<file path="config.mk">
export PLATFORM = sky130hd
export DESIGN_NAME = addsub_acc_unit
export DESIGN_NICKNAME = d
export VERILOG_FILES = /design/src/rtl/addsub_acc_unit.sv
export SDC_FILE = /design/constraint.sdc
export NUM_CORES = 1
export LEC_CHECK = 0
export ABC_AREA = 0
export BUFFER_PORTS_ARGS = -buffer_cell sky130_fd_sc_hd__buf_2
export CORE_MARGIN = 2
export CORE_UTILIZATION = 54
export CTS_CLUSTER_SIZE = 20
export DETAILED_ROUTE_END_ITERATION = 8
export GPL_ROUTABILITY_DRIVEN = 0
export HOLD_SLACK_MARGIN = 0.02
export PLACE_DENSITY = 0.84
export SLEW_MARGIN = 20
export SYNTH_ARGS = -nofsm -noshare
export SYNTH_HDL_FRONTEND = slang
export SYNTH_SLANG_ARGS = --single-unit
</file>
<file path="constraint.sdc">
create_clock -name clk -period 7.15 [get_ports clk]
set_input_delay 1.43 -clock clk [delete_from_list [all_inputs] [get_ports clk]]
set_output_delay 1.43 -clock clk [all_outputs]
set_load 0.05 [all_outputs]
</file>
<file path="src/rtl/addsub_acc_unit.sv">
// addsub_acc_unit: single-adder add/subtract unit with an accumulator,
// a one-deep registered result stage and valid/ready handshakes on both sides.
// Optional signed saturation on overflow (SAT=1); wrap-around otherwise.
module addsub_acc_unit #(
  parameter int WIDTH = 8,
  parameter int SAT   = 0
) (
  input  logic             clk,
  input  logic             rst,
  input  logic             in_valid,
  output logic             in_ready,
  input  logic [1:0]       mode,
  input  logic [WIDTH-1:0] A,
  input  logic [WIDTH-1:0] B,
  input  logic             acc_clr,
  output logic             out_valid,
  input  logic             out_ready,
  output logic [WIDTH-1:0] result,
  output logic             carry,
  output logic             ovf,
  output logic             zero,
  output logic             neg,
  output logic [WIDTH-1:0] acc
);

  localparam logic [WIDTH-1:0] SMAX = {1'b0, {(WIDTH-1){1'b1}}};
  localparam logic [WIDTH-1:0] SMIN = {1'b1, {(WIDTH-1){1'b0}}};

  logic             out_valid_q, out_valid_d;
  logic [WIDTH-1:0] result_q, result_d;
  logic             carry_q, carry_d;
  logic             ovf_q, ovf_d;
  logic             zero_q, zero_d;
  logic             neg_q, neg_d;
  logic [WIDTH-1:0] acc_q, acc_d;

  logic             accept;
  logic             sub;
  logic             use_acc;
  logic [WIDTH-1:0] x_op;
  logic [WIDTH-1:0] b_eff;
  logic [WIDTH:0]   sum;
  logic             ovf_w;
  logic [WIDTH-1:0] res_w;

  // Reset forces ready high so upstream never sees a stall while the pipe is being flushed.
  assign in_ready = rst || !out_valid_q || out_ready;
  assign accept   = in_valid && in_ready;

  // Shared adder: subtraction is X + ~B + 1; a same-cycle clear makes the accumulator operand zero.
  always_comb begin
    sub     = mode[0];
    use_acc = mode[1];
    x_op    = A;
    if (use_acc) begin
      x_op = acc_clr ? '0 : acc_q;
    end
    b_eff = B ^ {WIDTH{sub}};
    sum   = {1'b0, x_op} + {1'b0, b_eff} + {{WIDTH{1'b0}}, sub};
    ovf_w = (x_op[WIDTH-1] == b_eff[WIDTH-1]) && (sum[WIDTH-1] != x_op[WIDTH-1]);
    res_w = sum[WIDTH-1:0];
    if ((SAT != 0) && ovf_w) begin
      res_w = x_op[WIDTH-1] ? SMIN : SMAX;
    end
  end

  // Next-state for the result stage and accumulator; everything holds unless accepted or cleared.
  always_comb begin
    out_valid_d = out_valid_q;
    result_d    = result_q;
    carry_d     = carry_q;
    ovf_d       = ovf_q;
    zero_d      = zero_q;
    neg_d       = neg_q;
    acc_d       = acc_q;
    if (accept) begin
      out_valid_d = 1'b1;
      result_d    = res_w;
      carry_d     = sum[WIDTH];
      ovf_d       = ovf_w;
      zero_d      = (res_w == '0);
      neg_d       = res_w[WIDTH-1];
      if (use_acc) begin
        acc_d = res_w;
      end else if (acc_clr) begin
        acc_d = '0;
      end
    end else begin
      if (out_ready) begin
        out_valid_d = 1'b0;
      end
      if (acc_clr) begin
        acc_d = '0;
      end
    end
  end

  // State registers with synchronous reset taking priority over everything.
  always_ff @(posedge clk) begin
    if (rst) begin
      out_valid_q <= 1'b0;
      result_q    <= '0;
      carry_q     <= 1'b0;
      ovf_q       <= 1'b0;
      zero_q      <= 1'b0;
      neg_q       <= 1'b0;
      acc_q       <= '0;
    end else begin
      out_valid_q <= out_valid_d;
      result_q    <= result_d;
      carry_q     <= carry_d;
      ovf_q       <= ovf_d;
      zero_q      <= zero_d;
      neg_q       <= neg_d;
      acc_q       <= acc_d;
    end
  end

  assign out_valid = out_valid_q;
  assign result    = result_q;
  assign carry     = carry_q;
  assign ovf       = ovf_q;
  assign zero      = zero_q;
  assign neg       = neg_q;
  assign acc       = acc_q;

endmodule

</file>
==> flow_summary.json, run 1 <==
{
  "synthTopCellsByCount": "25 x nand2_1, 20 x dfxtp_1, 18 x a21oi_1",
  "final_layout_size_suffix_gt1_frac": 0.317,
  "dp_hpwl_um": 2600,
  "cp-start-kind": "input pin",
  "rows": 18,
  "slew-limit-headroom": 0.661,
  "holdBufCountCts": 0,
  "die_w_um": 55.0,
  "arrival_ps": 2330,
  "grt_usage": 0.240,
  "critPathMaxStageDelay_ps": 330,
  "finalHoldViolCount": 0,
  "ys_warn_count": 0,
  "viasPerCell": 5.70,
  "status": "finished, final reports clean",
  "antenna_found_initial": 0,
  "dp_cells": 228,
  "async_reset_ff_frac": 0,
  "netlist.area_leader.share": 0.285,
  "rsz0062_at_grt": "no",
  "synth_most_common_cell": "nand2_1",
  "worst_path_max_delay_cell": "buf_2",
  "grt_overflow": 0,
  "finClkSkew_ps": 4.66,
  "drc": 0,
  "yosysTopAreaCell": "dfxtp_1",
  "vias": 1322,
  "cts.sinks": 20,
  "drtPass1Iterations": 4,
  "clkLatencyLatePin_ps": 320,
  "grt_pass1_vias": 1151,
  "synth_edf_count": 0,
  "diodes": 0,
  "reg2regPathDepth": 8,
  "syn_nets": 195,
  "ys_types": 45,
  "fmax_ghz": 0.266,
  "syn_to_final_growth_pct": 17.6,
  "syn_avg_cell_area_um2": 8.55,
  "grt_pass1_wl_um": 5110,
  "drt-total-wl_um": 3280,
  "r2r_slack_ps": 4580,
  "wl_per_cell_um": 14.2,
  "cts_buffers": 3,
  "fin_crit_sh": 0.526,
  "post_cts_resized": 0,
  "ir_drop_v": 0.000156,
  "crit_path_end_kind": "output pin",
  "fillers": 216,
  "htreeDepth": 1,
  "cp_common_cell": "buf_2",
  "seq_area_frac_synth": 0.285,
  "critPathKind": "input pin to output pin",
  "hold_path_class": "flip-flop to flip-flop",
  "setup_violations": 0,
  "syn_inst": 164,
  "dieHeight_um": 55.0,
  "grt_max_degree": 22,
  "synth-main-ff-cell": "dfxtp_1",
  "crit_fanout": 21,
  "cts_buffer_depth": 2,
  "io_pins": 45,
  "drt_iter0_markers": 25,
  "leakagePower_uw": 0.000816,
  "postCtsSetupBuffers": 0,
  "final_antenna_net_count": 0,
  "finalSetupTns_ps": 0,
  "core-area_um2": 2480,
  "stdcell_count": 232,
  "worst_pin_slew_ps": 509,
  "pwr_density_cell_nw_per_um2": 231,
  "nets": 234,
  "cts_tree": "yes",
  "port_buffers": 44,
  "multi_input_area_um2": 920,
  "synth_area_leaders": "dfxtp_1 29%, nand2_1 6.7%, a21oi_1 6.4%",
  "path_cells": "buf_2, inv_1, nand3_1, buf_2",
  "min_period_ps": 3760,
  "required_ps": 5720,
  "regArea_um2": 400,
  "clkTransAtPathRegs_ps": 120,
  "clk_root_buffer_cell": "clkbuf_4",
  "min_path_cells": 2,
  "maxCapViolations": 0,
  "initial_core_util": 0.566,
  "slew_viol_final": 0,
  "synth_area_um2": 1400,
  "synth_seq_cells": 20,
  "dieArea_um2": 3020
}
[worst max-delay path, delay by kind of cell]
| kind | cells | cell delay, ps |
|---|---|---|
| and+or+nand+nor | 1 | 150 |
| buffers and inverters | 3 | 750 |
[final cells by class]
cell class                 count  share of cell area
clock inverter                 1              0.0182
tap                           30              0.0228
timing repair buffer          44               0.134
inverter                       5              0.0114
multi-input combinational    129               0.558
clock buffer                   3              0.0137
sequential                    20               0.243
[power breakdown]
group	internal [µW]	switching [µW]	total [µW]	leakage, µW
clock	56.8	38.8	95.6	0.0000279
sequential	122	4.95	127	0.000164
combinational	51.2	107	158	0.000624
total	230	151	381	0.000816
[cell families after synthesis]
group,after synthesis,share of synthesized area
flip-flops,20,0.285
adder cells (fa/ha/maj),8,0.0767
buffers and inverters,15,0.0589
multiplexers,9,0.0696
AND/OR/NAND/NOR,63,0.251
XOR/XNOR,14,0.0928
AO/OA/AOI/OAI,35,0.166
[per-stage QoR]
stage | power, µW | setup WS, ps | hold slack, ps | util | instance area, µm²
finish | 381 | 3390 | 461 | 0.666 | 1650
global route | 400 | 3320 | 489 | 0.666 | 1650
CTS | 380 | 3420 | 463 | 0.666 | 1650
detailed placement | 287 | 3220 | 446 | 0.644 | 1600
global placement | 281 | 3400 | 442 | 0.644 | 1600
floorplan | 254 | 3360 | 675 | - | 1400
[registers in the layout, indices dropped and copies added, names as in the netlist]
name and cells:
carry 1, result 8, ovf 1, zero 1, acc 8, out_valid 1
[placed cells by master, fill, tap and decap left out, types with 2 or more instances in the layout]
| cell type | instances |
|---|---|
| dfxtp_1 | 20 |
| o21bai_1 | 2 |
| mux2_2 | 6 |
| clkbuf_4 | 3 |
| nor3_1 | 4 |
| xor2_1 | 9 |
| ha_1 | 7 |
| xnor2_1 | 4 |
| nor4_1 | 2 |
| nand3_1 | 8 |
| inv_1 | 4 |
| mux2i_1 | 3 |
| nand2_1 | 25 |
| buf_2 | 44 |
| a211oi_1 | 3 |
| a21oi_1 | 18 |
| nor2_1 | 7 |
| and2b_1 | 6 |
[metal layers]
layer,vias to the layer above,GRT usage,routed length [µm],share of wire
met5,-,0,0,0
met4,0,0.0935,88,0.027
met3,9,0.0457,201,0.061
met2,53,0.425,1670,0.51
met1,610,0.285,1330,0.40
li1,650,-,-,-
[final timing paths]
path / from / endpoint
setup / recovery: rst / in_ready
hold / removal: result[1] / result[1]
setup reg to reg: acc[6] / zero
hold reg to reg: result[1] / result[1]
Note: power is estimated with default switching activity, not from simulation.
==> inputs of run 2 (changes only) <==
Settings changed: ABC_AREA 0 to 1, CORE_UTILIZATION 54 to 50, PLACE_DENSITY 0.84 to 0.79.
Clock period 7.15 ns to 3.8 ns, I/O delays scaled along.
==> run 2 against run 1 <==
Critical path depth grew 11. Critical endpoint is now zero. Global-route usage shrank 2.5 points. First-iteration DRC count grew 100%. Critical path type is now input pin to flip-flop. Register-to-register slack lost 3000 ps. Count of clock-buffer cells in the layout is the same. Non-clock buffer count is the same.
==> flow_summary.json, run 2 <==
{
  "reg2reg_to": "zero",
  "final_common_cell": "nand2_1",
  "cts.sinks": 20,
  "postCtsSetupBuffers": 0,
  "worst_path_max_delay_cell": "fa_1",
  "status": "finished, final reports clean",
  "slew_viol_final": 0,
  "vias": 1388,
  "syn_nets": 241,
  "cp_common_cell": "nand3_1",
  "die_w_um": 56.4,
  "dp_hpwl_um": 2600,
  "synth_most_common_cell": "nand2_1",
  "reg2regPathDepth": 13,
  "grt_usage": 0.216,
  "synth_area_leaders": "dfxtp_1 29%, nand2_1 18%, inv_1 7.9%",
  "design_area_um2": 1650,
  "viasPerCell": 4.92,
  "grt_overflow": 0,
  "seq_area_frac_synth": 0.292,
  "drt-total-wl_um": 3270,
  "clkPwrFrac": 0.270,
  "drc": 0,
  "async_reset_ff_frac": 0,
  "finClkSkew_ps": 1.16,
  "rsz0062_at_grt": "no",
  "seqPwrFrac": 0.350,
  "slew-limit-headroom": 0.715,
  "crit_fanout": 11,
  "path_cells": "buf_2, inv_2, nand2_2, nand3_2, and2_2, fa_1, nand3_1, nand2_1, nand2_1, nand3_1, nor2_1, nand3_1, nor2_1, nand3_1, a21oi_1",
  "synth-main-ff-cell": "dfxtp_1",
  "p_sw_uw": 261,
  "crit_start": "mode[1]",
  "worst_pin_slew_ps": 424,
  "maxCapViolations": 0,
  "cts_buffer_depth": 2,
  "hold_path_class": "flip-flop to flip-flop",
  "rows": 18,
  "clkTransAtPathRegs_ps": 130,
  "htreeDepth": 1,
  "cp-start-kind": "input pin",
  "setup_violations": 0,
  "fmax_ghz": 0.401,
  "swShare": 0.388,
  "holdBufCountCts": 0,
  "layout_common_cells": "65 x nand2_1, 44 x buf_2, 29 x inv_1",
  "ir_drop_v": 0.000343,
  "antenna_found_initial": 0,
  "post_cts_resized": 0,
  "critPathMaxStageDelay_ps": 400,
  "cts_tree": "yes",
  "synth-simple-area-share": 0.353,
  "dieHeight_um": 56.4,
  "synth_area_um2": 1370,
  "grt_pass1_wl_um": 5440,
  "finalSetupTns_ps": 0,
  "synth_edf_count": 0,
  "internal_power_uw": 411,
  "ys_types": 27,
  "finalHoldViolCount": 0,
  "core-area_um2": 2540,
  "crit_path_end_kind": "flip-flop",
  "power_frac_comb": 0.380,
  "synth_seq_cells": 20,
  "initial_core_util": 0.539,
  "grt_max_degree": 16,
  "nets": 284,
  "synthMuxAreaShare": 0,
  "diodes": 0,
  "syn_to_final_growth_pct": 20.0,
  "cts_buffers": 3,
  "syn_inst": 210,
  "placed_cell_area_um2": 1590,
  "synthTopCellsByCount": "65 x nand2_1, 29 x inv_1, 20 x dfxtp_1",
  "pwr_density_cell_nw_per_um2": 408,
  "grt_pass1_vias": 1292,
  "synth-compound-area-share": 0.118,
  "worst_r2r_startpoint": "acc[0]",
  "final_layout_size_suffix_gt1_frac": 0.254,
  "required_ps": 4050,
  "synth_xor_area_frac": 0.0447,
  "synthAdderAreaFrac": 0.0785,
  "port_buffers": 44,
  "synth_top_family_by_area": "simple AND/OR/NAND/NOR gates",
  "leakagePower_uw": 0.000950,
  "netlist.area_leader.share": 0.292,
  "arrival_ps": 2750,
  "dieArea_um2": 3180,
  "clk_root_buffer_cell": "clkbuf_4",
  "wl_per_cell_um": 11.6,
  "fin_crit_sh": 0.657,
  "min_period_ps": 2500,
  "drtPass1Iterations": 4,
  "ys_warn_count": 0,
  "io_pins": 45,
  "cp-endpoint": "zero",
  "syn_avg_cell_area_um2": 6.53,
  "drt_iter0_markers": 50,
  "yosysTopAreaCell": "dfxtp_1",
  "clkLatencyLatePin_ps": 310,
  "critPathKind": "input pin to flip-flop",
  "final_antenna_net_count": 0,
  "r2r_slack_ps": 1620
}
-- run 2: cell count changes after synthesis, moves of 4 or more --
cell / previous run / this run
clkbuf_1: 6 / 2
nand2_1: 25 / 65
nor2_1: 7 / 16
a21oi_1: 18 / 11
xnor2_1: 4 / 0
o21ai_0: 1 / 11
nand3_1: 8 / 13
and2b_1: 6 / 0
nand2_2: 0 / 4
nor3_1: 4 / 0
inv_1: 4 / 29
mux2_2: 6 / 0
-- run 2: area by class of cell --
class	instances	area, µm²
Fill cell	263	900
Multi-Input combinational cell	152	815
Sequential cell	20	400
Timing Repair Buffer	44	220
Inverter	32	120
Tap cell	30	37.5
Clock inverter	1	30.0
Clock buffer	3	22.5
-- run 2: cells by family (layout without fill, tap and decap cells) --
kind of cell,Yosys count,after routing
flops,20,20
fa+ha+maj,8,8
xor+xnor,7,7
compound gates,29,29
simple gates,108,108
buf+inv,38,80
-- run 2: per-layer routing --
metal	vias up	part of all wire	track usage
li1	743	-	-
met1	596	0.46	0.273
met2	41	0.48	0.385
met3	8	0.042	0.0230
met4	0	0.019	0.0612
met5	-	0	0
-- run 2: worst min-delay path by stage --
stage | startpoint | end | slack, ps | depth (start not counted)
after global routing | result[1] | result[1] | 510 | 2
after global placement | ovf | ovf | 460 | 2
after CTS | zero | zero | 480 | 2
after detailed placement | zero | zero | 460 | 2
after floorplan | ovf | ovf | 690 | 2
final | zero | zero | 480 | 2
-- run 2: critical path, delay by kind of cell --
| family | cells | cell delay (ps) |
|---|---|---|
| AOI/OAI and AO/OA | 1 | 110 |
| buffers and inverters | 2 | 270 |
| adders and majority gates | 1 | 400 |
| and+or+nand+nor | 11 | 1220 |
-- run 2: power groups by stage --
stage               registers [µW]  clock network, µW  logic, µW
global route                   237                186        282
floorplan                      298                  0        138
CTS                            235                178        255
finish                         235                181        255
detailed placement             240                  0        254
global placement               240                  0        251
-- run 2: stage by stage --
step	utilization	hold WS [ps]	instances	setup slack, ps	power, µW
2_1_floorplan	-	687	210	1300	437
3_3_place_gp	0.626	458	278	1060	491
3_5_place_dp	0.626	461	278	1020	494
4_1_cts	0.647	480	282	1310	668
5_1_grt	0.647	507	282	1060	705
6_report	0.647	479	282	1300	671
